<file path="src/rtl/timer_pkg.sv">
// Shared types and register map for the machine-timer controller.
// Imported by the timer interface, the prescaler and the top.
package timer_pkg;

  typedef enum logic [1:0] {
    IDLE    = 2'd0,
    RUN     = 2'd1,
    EXPIRED = 2'd2
  } timer_state_e;

  localparam logic [1:0] ADDR_CTRL    = 2'd0;
  localparam logic [1:0] ADDR_COMPARE = 2'd1;
  localparam logic [1:0] ADDR_COUNT   = 2'd2;
  localparam logic [1:0] ADDR_STATUS  = 2'd3;

  localparam int CTRL_PERIODIC = 0;
  localparam int CTRL_PRESC    = 8;

  localparam int STAT_IRQ  = 0;
  localparam int STAT_BUSY = 1;
  localparam int STAT_EXP  = 2;

endpackage

</file>
<file path="src/rtl/timer_ctrl_if.sv">
// Config/control bundle between the core side and the timer.
// master drives requests, slave is the timer itself.
interface timer_ctrl_if #(
  parameter int WIDTH = 32
) ();

  logic             cfg_we;
  logic [1:0]       cfg_addr;
  logic [31:0]      cfg_wdata;
  logic [31:0]      cfg_rdata;
  logic             start;
  logic             stop;
  logic             irq_ack;
  logic             irq;
  logic             busy;
  logic [WIDTH-1:0] count;

  modport master (
    output cfg_we, cfg_addr, cfg_wdata,
    output start, stop, irq_ack,
    input  cfg_rdata, irq, busy, count
  );

  modport slave (
    input  cfg_we, cfg_addr, cfg_wdata,
    input  start, stop, irq_ack,
    output cfg_rdata, irq, busy, count
  );

endinterface

</file>
<file path="src/rtl/timer_ctrl_prescale_tick.sv">
// Prescale counter: tick every prescale+1 clocks while not cleared.
// presc keeps running across prescale changes and wraps naturally.
module prescale_tick #(
  parameter int PRESC_W = 8
) (
  input  logic               clk,
  input  logic               rst_n,
  input  logic               clr,
  input  logic [PRESC_W-1:0] prescale,
  output logic               tick
);

  logic [PRESC_W-1:0] presc_q;
  logic [PRESC_W-1:0] presc_d;

  assign tick = (presc_q == prescale);

  always_comb begin
    presc_d = presc_q + 1'b1;
    if (clr || tick) begin
      presc_d = '0;
    end
  end

  always_ff @(posedge clk or negedge rst_n) begin
    if (!rst_n) begin
      presc_q <= '0;
    end else begin
      presc_q <= presc_d;
    end
  end

endmodule

</file>
<file path="src/rtl/timer_ctrl.sv">
// Machine-timer controller: prescaled up counter, compare match,
// one-shot/periodic sequencing and a sticky interrupt.
module timer_ctrl
  import timer_pkg::*;
#(
  parameter int WIDTH   = 32,
  parameter int PRESC_W = 8
) (
  input  logic         clk,
  input  logic         rst_n,
  timer_ctrl_if.slave  bus
);

  timer_state_e       state_q;
  logic [WIDTH-1:0]   count_q;
  logic [WIDTH-1:0]   compare_q;
  logic [PRESC_W-1:0] prescale_q;
  logic               periodic_q;
  logic               irq_q;
  logic               busy_q;

  logic run;
  logic go;
  logic clr;
  logic tick;
  logic match;
  logic unused_wdata;

  assign run = (state_q == RUN);
  assign go  = bus.start & ~bus.stop;

  // presc is idle-zero outside RUN and on every stop/restart
  assign clr = ~run | bus.stop | bus.start;

  assign match = run & ~bus.stop & ~bus.start
               & tick & (count_q == compare_q);

  prescale_tick #(
    .PRESC_W (PRESC_W)
  ) u_presc (
    .clk      (clk),
    .rst_n    (rst_n),
    .clr      (clr),
    .prescale (prescale_q),
    .tick     (tick)
  );

  always_ff @(posedge clk or negedge rst_n) begin
    if (!rst_n) begin
      periodic_q <= 1'b0;
      prescale_q <= '0;
      compare_q  <= '0;
    end else if (bus.cfg_we) begin
      if (bus.cfg_addr == ADDR_CTRL) begin
        periodic_q <= bus.cfg_wdata[CTRL_PERIODIC];
        prescale_q <= bus.cfg_wdata[CTRL_PRESC +: PRESC_W];
      end
      if (bus.cfg_addr == ADDR_COMPARE) begin
        compare_q <= bus.cfg_wdata[WIDTH-1:0];
      end
    end
  end

  always_ff @(posedge clk or negedge rst_n) begin
    if (!rst_n) begin
      irq_q <= 1'b0;
    end else if (match) begin
      irq_q <= 1'b1;
    end else if (bus.irq_ack) begin
      irq_q <= 1'b0;
    end
  end

  always_ff @(posedge clk or negedge rst_n) begin
    if (!rst_n) begin
      state_q <= IDLE;
      count_q <= '0;
      busy_q  <= 1'b0;
    end else begin
      unique case (state_q)
        IDLE: begin
          if (go) begin
            state_q <= RUN;
            busy_q  <= 1'b1;
            count_q <= '0;
          end
        end
        RUN: begin
          if (bus.stop) begin
            state_q <= IDLE;
            busy_q  <= 1'b0;
          end else if (bus.start) begin
            count_q <= '0;
          end else if (tick) begin
            if (count_q != compare_q) begin
              count_q <= count_q + 1'b1;
            end else if (periodic_q) begin
              count_q <= '0;
            end else begin
              state_q <= EXPIRED;
              busy_q  <= 1'b0;
            end
          end
        end
        EXPIRED: begin
          if (bus.stop) begin
            state_q <= IDLE;
          end else if (bus.start) begin
            state_q <= RUN;
            busy_q  <= 1'b1;
            count_q <= '0;
          end
        end
        default: begin
          state_q <= IDLE;
          busy_q  <= 1'b0;
        end
      endcase
    end
  end

  always_comb begin
    bus.cfg_rdata = '0;
    unique case (bus.cfg_addr)
      ADDR_CTRL: begin
        bus.cfg_rdata[CTRL_PERIODIC] = periodic_q;
        bus.cfg_rdata[CTRL_PRESC +: PRESC_W] = prescale_q;
      end
      ADDR_COMPARE: bus.cfg_rdata = 32'(compare_q);
      ADDR_COUNT:   bus.cfg_rdata = 32'(count_q);
      ADDR_STATUS: begin
        bus.cfg_rdata[STAT_IRQ]  = irq_q;
        bus.cfg_rdata[STAT_BUSY] = busy_q;
        bus.cfg_rdata[STAT_EXP]  = (state_q == EXPIRED);
      end
      default: bus.cfg_rdata = '0;
    endcase
  end

  // only CTRL/COMPARE bits are architected; the rest are dropped
  assign unused_wdata = ^bus.cfg_wdata;

  assign bus.irq   = irq_q;
  assign bus.busy  = busy_q;
  assign bus.count = count_q;

endmodule
</file>
<file path="src/flat_wrapper.sv">
// flat-port wrapper written by rule: the top's interface ports become plain ports
module timer_ctrl_flat import timer_pkg::*;
#(
  parameter int WIDTH   = 32,
  parameter int PRESC_W = 8
)
  (clk, rst_n, bus_cfg_we, bus_cfg_addr, bus_cfg_wdata, bus_start, bus_stop, bus_irq_ack, bus_cfg_rdata, bus_irq, bus_busy, bus_count);
  timer_ctrl_if #(.WIDTH(WIDTH)) bus_i ();
  input  logic clk;
  input  logic rst_n;
  input wire logic [$bits(bus_i.cfg_we)-1:0] bus_cfg_we;
  input wire logic [$bits(bus_i.cfg_addr)-1:0] bus_cfg_addr;
  input wire logic [$bits(bus_i.cfg_wdata)-1:0] bus_cfg_wdata;
  input wire logic [$bits(bus_i.start)-1:0] bus_start;
  input wire logic [$bits(bus_i.stop)-1:0] bus_stop;
  input wire logic [$bits(bus_i.irq_ack)-1:0] bus_irq_ack;
  output wire logic [$bits(bus_i.cfg_rdata)-1:0] bus_cfg_rdata;
  output wire logic [$bits(bus_i.irq)-1:0] bus_irq;
  output wire logic [$bits(bus_i.busy)-1:0] bus_busy;
  output wire logic [$bits(bus_i.count)-1:0] bus_count;
  assign bus_i.cfg_we = bus_cfg_we;
  assign bus_i.cfg_addr = bus_cfg_addr;
  assign bus_i.cfg_wdata = bus_cfg_wdata;
  assign bus_i.start = bus_start;
  assign bus_i.stop = bus_stop;
  assign bus_i.irq_ack = bus_irq_ack;
  assign bus_cfg_rdata = bus_i.cfg_rdata;
  assign bus_irq = bus_i.irq;
  assign bus_busy = bus_i.busy;
  assign bus_count = bus_i.count;
  timer_ctrl #(.WIDTH(WIDTH), .PRESC_W(PRESC_W)) u_core (.clk(clk), .rst_n(rst_n), .bus(bus_i));
endmodule
</file>
<file path="config.mk">
export PLATFORM = sky130hd
export DESIGN_NAME = timer_ctrl_flat
export DESIGN_NICKNAME = d
export VERILOG_FILES = /design/src/rtl/timer_pkg.sv /design/src/rtl/timer_ctrl_if.sv /design/src/rtl/timer_ctrl_prescale_tick.sv /design/src/rtl/timer_ctrl.sv /design/src/flat_wrapper.sv
export SDC_FILE = /design/constraint.sdc
export NUM_CORES = 1
export LEC_CHECK = 0
export BUFFER_PORTS_ARGS = -buffer_cell sky130_fd_sc_hd__buf_2
export CAP_MARGIN = 20
export CORE_ASPECT_RATIO = 2
export CORE_UTILIZATION = 24
export DETAILED_ROUTE_END_ITERATION = 16
export GPL_ROUTABILITY_DRIVEN = 0
export GPL_TIMING_DRIVEN = 0
export PLACE_DENSITY = 0.39
export SETUP_SLACK_MARGIN = 0.05
export SYNTH_ARGS = -nofsm -noshare
export SYNTH_HDL_FRONTEND = slang
export SYNTH_HIERARCHICAL = 1
export SYNTH_SLANG_ARGS = --single-unit
</file>
<file path="constraint.sdc">
create_clock -name clk -period 2.5 [get_ports clk]
set_input_delay 0 -clock clk [delete_from_list [all_inputs] [get_ports clk]]
set_output_delay 0 -clock clk [all_outputs]
set_load 0.05 [all_outputs]
</file>
Word level (Yosys, flattened, before mapping)
Cells that the tools add are included.
{"block": "word_totals", "regBits": 85, "input_bits": 40, "output_inout_bits": 66, "word_cells": 84}
{"block": "classes", "addsub": 2, "eq_ne": 19, "muxes": 35, "bitwise": 10, "n_reduce_logical": 10}
{"cell": "two-way mux 32 bit", "n": 8}
{"cell": "case mux 32 bit (3 select lines)", "n": 1}
{"cell": "adder 32 x 1 -> 32 bit (second input constant)", "n": 1}
{"cell": "== test 32 bit", "n": 1}
{"cell": "!= test 32 bit", "n": 1}
{"cell": "case mux 16 bit (2 select lines)", "n": 1}
{"cell": "case mux 8 bit (3 select lines)", "n": 1}
{"cell": "!= test 3 bit (second input constant)", "n": 6}
{"cell": "two-way mux 2 bit", "n": 8}
{"cell": "AND reduction 7 bit", "n": 2}
{"cell": "case mux 2 bit (3 select lines)", "n": 2}
{"cell": "two-way mux 1 bit", "n": 10}
{"cell": "case mux 5 bit (2 select lines)", "n": 1}
{"cell": "adder 8 x 1 -> 8 bit (second input constant)", "n": 1}
{"cell": "== test 8 bit", "n": 1}
{"cell": "two-way mux 8 bit", "n": 1}
{"cell": "== test 2 bit (second input constant)", "n": 3}
{"cell": "!= test 2 bit (second input constant)", "n": 3}
{"cell": "AND reduction 6 bit", "n": 1}
{"cell": "AND 1 bit", "n": 5}
{"cell": "== test 2 x 1 -> 1 bit (second input constant)", "n": 2}
{"cell": "zero test 2 bit", "n": 2}
{"cell": "!= test 4 x 3 -> 1 bit (second input constant)", "n": 1}
{"cell": "case mux 1 bit (4 select lines)", "n": 1}
{"cell": "other kinds (8)", "n": 12}

Longest topological paths before layout
Gate-level depths: netlist (run 1).
{"block": "depth", "ltp_word": 6, "mapped_depth": 10, "mapped_depth_nobuf": 8}

Hierarchy
The synthesis (run 1) kept the hierarchy.
{"mod": "timer_ctrl", "instances": 1, "cells_per_inst": 468, "area_per_inst_um2": 4719.5, "seq_area_each_um2": 1926.8}
{"mod": "prescale_tick", "instances": 1, "cells_per_inst": 46, "area_per_inst_um2": 521.8, "seq_area_each_um2": 200.2}

Least setup slack after synthesis (run 1)
OpenSTA, ideal clock, no wires.
{"block": "synth_path", "path_type": "register to register", "startpoint": "register u_core.u_presc.presc_q[3]", "endpoint": "register u_core.count_q[7] (netlist: u_core/bus.count[7])", "setup_ns": 0.082, "arrival_time_ns": 2.529, "required_time_ns": 2.418, "setup_slack_ns": -0.111, "stages_incl_launch_ff": 11, "path_buffers": 2, "synth_period_minus_slack_ns": 2.611, "cell_sequence": "dfrtp_1 > buf_6 > xor2_2 > nor4_4 > and2_1 > o211ai_1 > or3b_1 > a21oi_2 > buf_4 > a21oi_1 > a31oi_1"}
{"block": "synth_between", "elab_chain_len": 3}
{"item": "start: declaration", "line": "timer_ctrl_prescale_tick.sv:13", "rtl": "logic [PRESC_W-1:0] presc_q;"}
{"item": "start signal: assignment", "line": "timer_ctrl_prescale_tick.sv:29", "rtl": "presc_q <= presc_d;"}
{"item": "== test 8 bit", "line": "timer_ctrl_prescale_tick.sv:16", "rtl": "assign tick = (presc_q == prescale);"}
{"item": "named net u_core.tick", "line": "timer_ctrl.sv:25", "rtl": "logic tick;"}
{"item": "!= test 3 bit (no line)"}
{"item": "AND reduction 7 bit (no line)"}
{"item": "end signal: assignment", "line": "timer_ctrl.sv:96", "rtl": "count_q <= count_q + 1'b1;"}
{"item": "end: declaration", "line": "timer_ctrl.sv:15", "rtl": "logic [WIDTH-1:0] count_q;"}
The timed path passes the listed nets, and every way through them passes these cells.
A chain may end at the register's enable or synchronous reset.

Worst setup path after layout (run 1)
{"block": "layout_path", "startpoint": "register u_core.u_presc.presc_q[0]", "endpoint": "register u_core.count_q[20] (netlist: u_core/bus.count[20])"}
Same word-level chain as after synthesis.

==> summary.txt, run 1 <==
Outcome
  – Status: completed

Finish
  – Leading cell type in the layout, fill and taps excluded: buf_2
  – Share of layout cells above drive strength 1: approximately a third
  – Most frequent cells in the layout: buf_2, dfrtp_1, mux2_2, dlygate4sd3_1, nand2_1
  – Non-filler cells, final: between 900 and 1000
  – Fin nets: 729
  – P&R area growth vs syn: 34.0%
  – ANT cells: 0

Timing
  – Unrepaired setup endpoints after global routing: yes
  – Fin. max-slew vios: 0
  – Clock Skew: roughly 0.0077 ns
  – F_max: approximately 410 MHz
  – Setup TNS: 0 ns
  – Final Hold Fails: 0
  – Shortest period the worst path allows: 2.42 ns
  – Crit share post-route: 96.6%
  – Worst Tran Pin Value: 0.743 ns
  – Rel. slew slack: about half
  – Setup Viol. Count Final: 0

Route
  – Wire per inst: around 21 microns
  – DR iter-0 viols: 286
  – Final WL: 20000 microns
  – Final ANT Viol Nets: 0
  – # DRC: 0
  – Vias per cell: 4.98
  – Drt pass-1 iters: 7
  – Vias: roughly 4800

Die
  – Initial Util: 24.4%
  – Die area: approximately 22000 sq um
  – Die Wd: 106 microns
  – Vert. Die Dim: 211 microns
  – Rows: 76
  – I/O pin count: between 100 and 150
  – Core Box Area: 21500 sq um

Clock network
  – Clk pin slew, worst setup/hold paths: 0.06 ns
  – Clock Latency Late Sink: 0.36 ns
  – Clock tree root buffer cell: clkbuf_16
  – Buffer depth of the longest clock path: 2
  – Num Clock Sinks: 85
  – Num CTS Buffers: 9
  – CTS tree: done
  – H-tree lvl count: 3

Yosys
  – Synth Instances: 514
  – Ys Warns: 6
  – Synth Flop Type: dfrtp_1
  – #FFs+latches synth: 85
  – Mapped Avg Cell Area: 10.2 sq um
  – Share of synthesized registers carrying an async set or reset: 100%
  – Syn_nets: 562
  – Synth Cell Area: ~5200 sq um
  – EDFF count, synth: 0
  – Post-synthesis sequential area ratio: 40.6%
  – Unique masters post-synth: 58

Global routing
  – Gr busiest metal: met2
  – Initial antenna violation count: 0
  – Largest net degree at the start of global routing: 50
  – GRT met2 Usage: 35.8%
  – GR Util met3: between 2 and 2.5%
  – Vias in the first global route: 4899
  – Grt met1 use: 18.8%
  – GRT overflow: 0
  – GRT Util Overall: 18.6%
  – First-pass GRT wire length: 30300 microns

Critical path
  – Path depth of the worst reg2reg path: 8
  – Worst Path Arrival: 2.67 ns
  – CP endpoint kind: flop
  – Worst setup SP type: flop
  – Critical-path maximum fanout: 10
  – Setup CP Type: flop to flop
  – Required @ worst endpoint: 2.75 ns

Placed design
  – Dpl cells: 893
  – Dpl hpwl: roughly 15000 microns
  – Input/output buffers: 105

Pwr
  – Power, Total: 4.08 mW
  – Max rail drop VDD: roughly 0.32 mV
  – Pleak: 3.16 nW
  – Pwr dens: 581 nW/um^2

Min path
  – Type of the most critical hold path: primary input to flop
  – Hold Path Depth: 3

Job
  – MaxCap Viol Count: 0
-- worst paths after layout --
path	endpoint	slack, ns	start
setup / recovery	u_core/bus.count[20]	0.08	u_core/u_presc/presc_q[0]
hold / removal	u_core/bus.busy	0.08	bus_start
setup reg to reg	u_core/bus.count[20]	0.08	u_core/u_presc/presc_q[0]
hold reg to reg	u_core/u_presc/presc_q[0]	0.55	u_core/u_presc/presc_q[0]
max in group asynchronous	u_core/bus.count[15]	1.60	rst_n
min in group asynchronous	u_core/compare_q[27]	0.23	rst_n
-- registers in the layout, indices dropped and copies added (netlist names) --
name,flops
u_core/periodic_q,1
u_core/compare_q,32
u_core/prescale_q,8
u_core/bus.irq,1
u_core/bus.count,32
u_core/u_presc/presc_q,8
u_core/bus.busy,1
u_core/state_q,2
-- what timing repair did --
action,CTS,global route
hold buffers,36,0
endpoints found under the hold margin,93,0
gates resized for setup,5,8
buffers inserted,11,2
pin swaps,6,2
setup endpoints to repair,32,29
gates cloned,2,0
-- per-layer routing --
layer,up-vias,routed length (microns),share of wire [%]
li1,2228,-,-
met1,2361,6920,35
met2,147,11500,58
met3,36,652,3.3
met4,0,862,4.3
met5,-,0,0
-- critical path, cell delays in order (launching register included) --
cell and delay, ns:
dfrtp_1 0.43, xor2_1 0.37, nor4_4 0.07, and2_4 0.16, and3_1 0.17, o21ai_1 0.36
clkbuf_2 0.32, nand2_1 0.20, a31o_1 0.22
-- per-stage QoR --
stage | utilization [%] | hold slack (ns) | instance area, sq um | worst slack, ns
2_1_floorplan | - | -0.296 | 5260 | 0.0381
3_3_place_gp | 28.5 | 0.231 | 6130 | -0.419
3_5_place_dp | 28.7 | 0.101 | 6160 | -0.434
4_1_cts | 32.4 | 0.0332 | 6970 | 0.0334
5_1_grt | 32.7 | 0.0955 | 7020 | -0.0533
6_report | 32.7 | 0.0826 | 7020 | 0.0841
-- report_power, final --
part	total [mW]	switching [mW]	internal, mW
clock network	1.58	0.607	0.977
logic	0.826	0.460	0.366
registers	1.67	0.163	1.51
total	4.08	1.23	2.85
-- Yosys cell counts (2+ instances only) --
cell type,instances,area share [%]
a211oi_1,6,0.86
a21oi_1,3,0.29
a21oi_2,2,0.33
a221o_1,15,2.9
a221oi_1,2,0.33
a222oi_1,11,2.1
a22o_1,2,0.33
a22oi_1,25,3.6
and2_1,3,0.36
and3_1,17,2.0
buf_1,5,0.36
buf_2,12,1.1
buf_4,3,0.43
buf_6,8,1.7
clkbuf_1,11,0.79
dfrtp_1,85,41
ha_1,8,1.9
inv_1,12,0.86
mux2_2,42,9.0
mux2i_1,2,0.38
nand2_1,33,2.4
nand3_1,31,3.0
nand4_1,13,1.6
nor2_1,30,2.1
nor2b_1,25,3.0
nor3_1,14,1.3
nor4_1,3,0.36
nor4_4,4,1.6
o211a_1,3,0.57
o211ai_1,7,1.0
o21a_1,3,0.43
o21ai_0,6,0.57
o22ai_1,2,0.24
or3_1,3,0.36
xnor2_1,32,5.3
xor2_1,9,1.5
-- cell families (layout without fill, tap and decap cells) --
| kind of cell | Yosys count | in the layout | synth area share (%) |
|---|---|---|---|
| compound gates | 99 | 99 | 15.7 |
| fa+ha+maj | 8 | 8 | 1.91 |
| mux | 44 | 44 | 9.41 |
| flops | 85 | 85 | 40.6 |
| buf+inv | 53 | 225 | 5.97 |
| simple gates | 182 | 182 | 19.0 |
| xor+xnor | 43 | 43 | 7.47 |
-- cell type report --
class | count | area (sq um)
timing repair buffer | 157 | 1050
tap | 273 | 342
fill | 2306 | 14500
clock inverter | 6 | 111
clock buffer | 10 | 229
inverter | 12 | 45.0
buffer | 40 | 262
multi-input combinational | 376 | 2850
sequential | 85 | 2130
No activity file was read; power rests on OpenSTA's default activity.
==> run 2: changes to the inputs <==
--- a/config.mk
+++ b/config.mk
@@ -7,12 +7,15 @@
 export LEC_CHECK = 0
 export BUFFER_PORTS_ARGS = -buffer_cell sky130_fd_sc_hd__buf_2
 export CAP_MARGIN = 20
+export CELL_PAD_IN_SITES_DETAIL_PLACEMENT = 1
+export CELL_PAD_IN_SITES_GLOBAL_PLACEMENT = 1
 export CORE_ASPECT_RATIO = 2
+export CORE_MARGIN = 8
 export CORE_UTILIZATION = 24
 export DETAILED_ROUTE_END_ITERATION = 16
 export GPL_ROUTABILITY_DRIVEN = 0
 export GPL_TIMING_DRIVEN = 0
-export PLACE_DENSITY = 0.39
+export PLACE_DENSITY = 0.48
 export SETUP_SLACK_MARGIN = 0.05
 export SYNTH_ARGS = -nofsm -noshare
 export SYNTH_HDL_FRONTEND = slang
==> run 2 against run 1 <==
Effect of this change: utilization grew 0.36 points; routed wire length up 7.5%; sequential cell count unchanged; first-iteration DRC count decreased by 24%; register-to-register slack improved by 0.04 ns; non-clock buffer count up 5; hold slack gained 0.034 ns; critical endpoint is now u_core/bus.count[2]; largest cell class unchanged; highest routed layer unchanged.
==> summary.txt, run 2 (synthesis gave the netlist of run 1 again) <==
Timing
  – Setup TNS: 0 ns
  – Shortest period the worst path allows: 2.38 ns
  – Clock Skew: 0.00788 ns
  – Setup Viol. Count Final: 0
  – Fin. max-slew vios: 0
  – F_max: between 400 and 500 MHz
  – Worst Tran Pin Value: 0.743 ns
  – Unrepaired setup endpoints after global routing: yes
  – Final Hold Fails: 0
  – Crit share post-route: 95.2%
  – Final worst setup slack: 0.120 ns
  – Rel. slew slack: between 50% and 60%

Global routing
  – Largest net degree at the start of global routing: 56
  – GRT overflow: 0
  – GRT Util Overall: 16.2%
  – Initial antenna violation count: 0
  – Vias in the first global route: 5449
  – First-pass GRT wire length: 32800 microns

Die
  – Initial Util: 24.4%
  – Die area: 27100 sq um
  – Rows: 76
  – I/O pin count: 106
  – Die Wd: 120 microns
  – Core Box Area: between 20000 and 25000 sq um
  – Vert. Die Dim: 225 microns

Route
  – Vias: 4790
  – Drt pass-1 iters: 4
  – Final ANT Viol Nets: 0
  – Final WL: ~21000 microns
  – # DRC: 0
  – Vias per cell: 4.97
  – Wire per inst: 22.3 microns
  – DR iter-0 viols: 217

Finish
  – Most frequent cells in the layout: buf_2, dfrtp_1, mux2_2, dlygate4sd3_1, nand2_1
  – Leading cell type in the layout, fill and taps excluded: buf_2
  – Share of layout cells above drive strength 1: 34.9%
  – Post-route cell area: between 7000 and 8000 sq um
  – P&R area growth vs syn: 35.4%
  – Fin nets: approximately 730
  – ANT cells: 0
  – Non-filler cells, final: 964

Pwr
  – Clock power frac: 39.2%
  – Pwr dens: 576 nW/um^2
  – Sequential share of power: 40.5%
  – Max rail drop VDD: roughly 0.31 mV
  – P_sw: 1.23 mW
  – Cell-internal power: 2.86 mW
  – Combinational power share: approximately 20%
  – Pleak: 3.19 nW
  – Power, Total: between 4 and 5 mW
  – Sw Share: 30.2%

Min path
  – Type of the most critical hold path: primary input to flop

Critical path
  – Crit. Startpoint: u_core/prescale_q[2]
  – Worst Path Arrival: 2.66 ns
  – Path depth of the worst reg2reg path: 10
  – Setup CP Type: flop to flop
  – Worst setup SP type: flop
  – Critical-path maximum fanout: 7
  – Required @ worst endpoint: 2.78 ns
  – CP endpoint kind: flop
  – RR Startpoint: u_core/prescale_q[2]
  – CP endpoint: u_core/bus.count[2]
  – R2R setup slack: 0.12 ns
  – Worst R2R End: u_core/bus.count[2]

Clock network
  – Buffer depth of the longest clock path: 2
  – Num Clock Sinks: 85
  – Clock tree root buffer cell: clkbuf_16
  – Clk pin slew, worst setup/hold paths: 0.07 ns
  – Num CTS Buffers: 9
  – Clock Latency Late Sink: 0.36 ns
  – CTS tree: done
  – H-tree lvl count: 3

Job
  – MaxCap Viol Count: 0

Placed design
  – Placed Area: 6160 sq um
  – Dpl hpwl: 16500 microns
  – Input/output buffers: 105
  – Dpl cells: a little under 900
  – Dpl ws: -0.547 ns

Outcome
  – Status: completed
==> run 2: changes by cell type in the layout (fill, tap and decap cells not counted), moves of 2 or more <==
| cell | before | now |
|---|---|---|
| a22oi_1 | 25 | 23 |
| a22oi_2 | 0 | 2 |
| buf_4 | 14 | 19 |
| nand2_1 | 33 | 31 |
| nand2_2 | 0 | 2 |
==> run 2: per-stage QoR <==
step | hold slack (ns) | utilization (%)
2_1_floorplan | -0.296 | -
3_3_place_gp | 0.225 | 28.5
3_5_place_dp | 0.00136 | 28.7
4_1_cts | 0.0925 | 32.6
5_1_grt | 0.132 | 33.0
6_report | 0.117 | 33.0
==> run 2: worst min-delay path by stage <==
stage | startpoint | endpoint | depth (start not counted)
CTS | bus_cfg_we | u_core/compare_q[0] | 3
global route | bus_cfg_we | u_core/compare_q[0] | 3
finish | bus_cfg_we | u_core/compare_q[0] | 3
floorplan | rst_n | u_core/bus.busy | 0
global placement | bus_irq_ack | u_core/bus.irq | 2
detailed placement | rst_n | u_core/bus.count[15] | 1
==> run 2: power groups by stage <==
stage	sequential, mW	combinational (mW)	clock (mW)
global route	1.68	0.898	1.70
global placement	1.67	0.761	0
detailed placement	1.68	0.776	0
finish	1.66	0.830	1.60
CTS	1.66	0.834	1.66
floorplan	1.64	0.533	0
==> run 2: area by class of cell <==
cell class	count	area (sq um)
plain buffers	40	265
clock buffers	11	233
clock inverters	5	108
fillers	2506	14400
inverters	12	45.0
multi-input cells	376	2900
flip-flops and latches	85	2130
well taps	273	342
repair buffers	162	1080
==> run 2: critical path, stage by stage (launching register included) <==
cell,delay (ns)
dfrtp_1,0.42
xor2_2,0.21
nor4_4,0.29
and2_4,0.21
o211ai_1,0.15
or3b_4,0.42
a21oi_4,0.15
buf_12,0.14
buf_6,0.13
nand2_1,0.06
mux2i_1,0.11
==> run 2: routing by layer <==
layer | GRT usage [%] | up-vias | wire length, microns
li1 | - | 2235 | -
met1 | 15.6 | 2435 | 7760
met2 | 31.8 | 93 | 12300
met3 | 2.89 | 27 | 674
met4 | 8.11 | 0 | 737
met5 | 0 | - | 0
==> run 2: timing repair <==
action	CTS	global route
hold buffers	36	0
gates resized for setup	16	8
buffers inserted	11	7
endpoints found under the hold margin	75	0
endpoints found under the setup margin	32	28
pin swaps	8	2
gates cloned	2	0
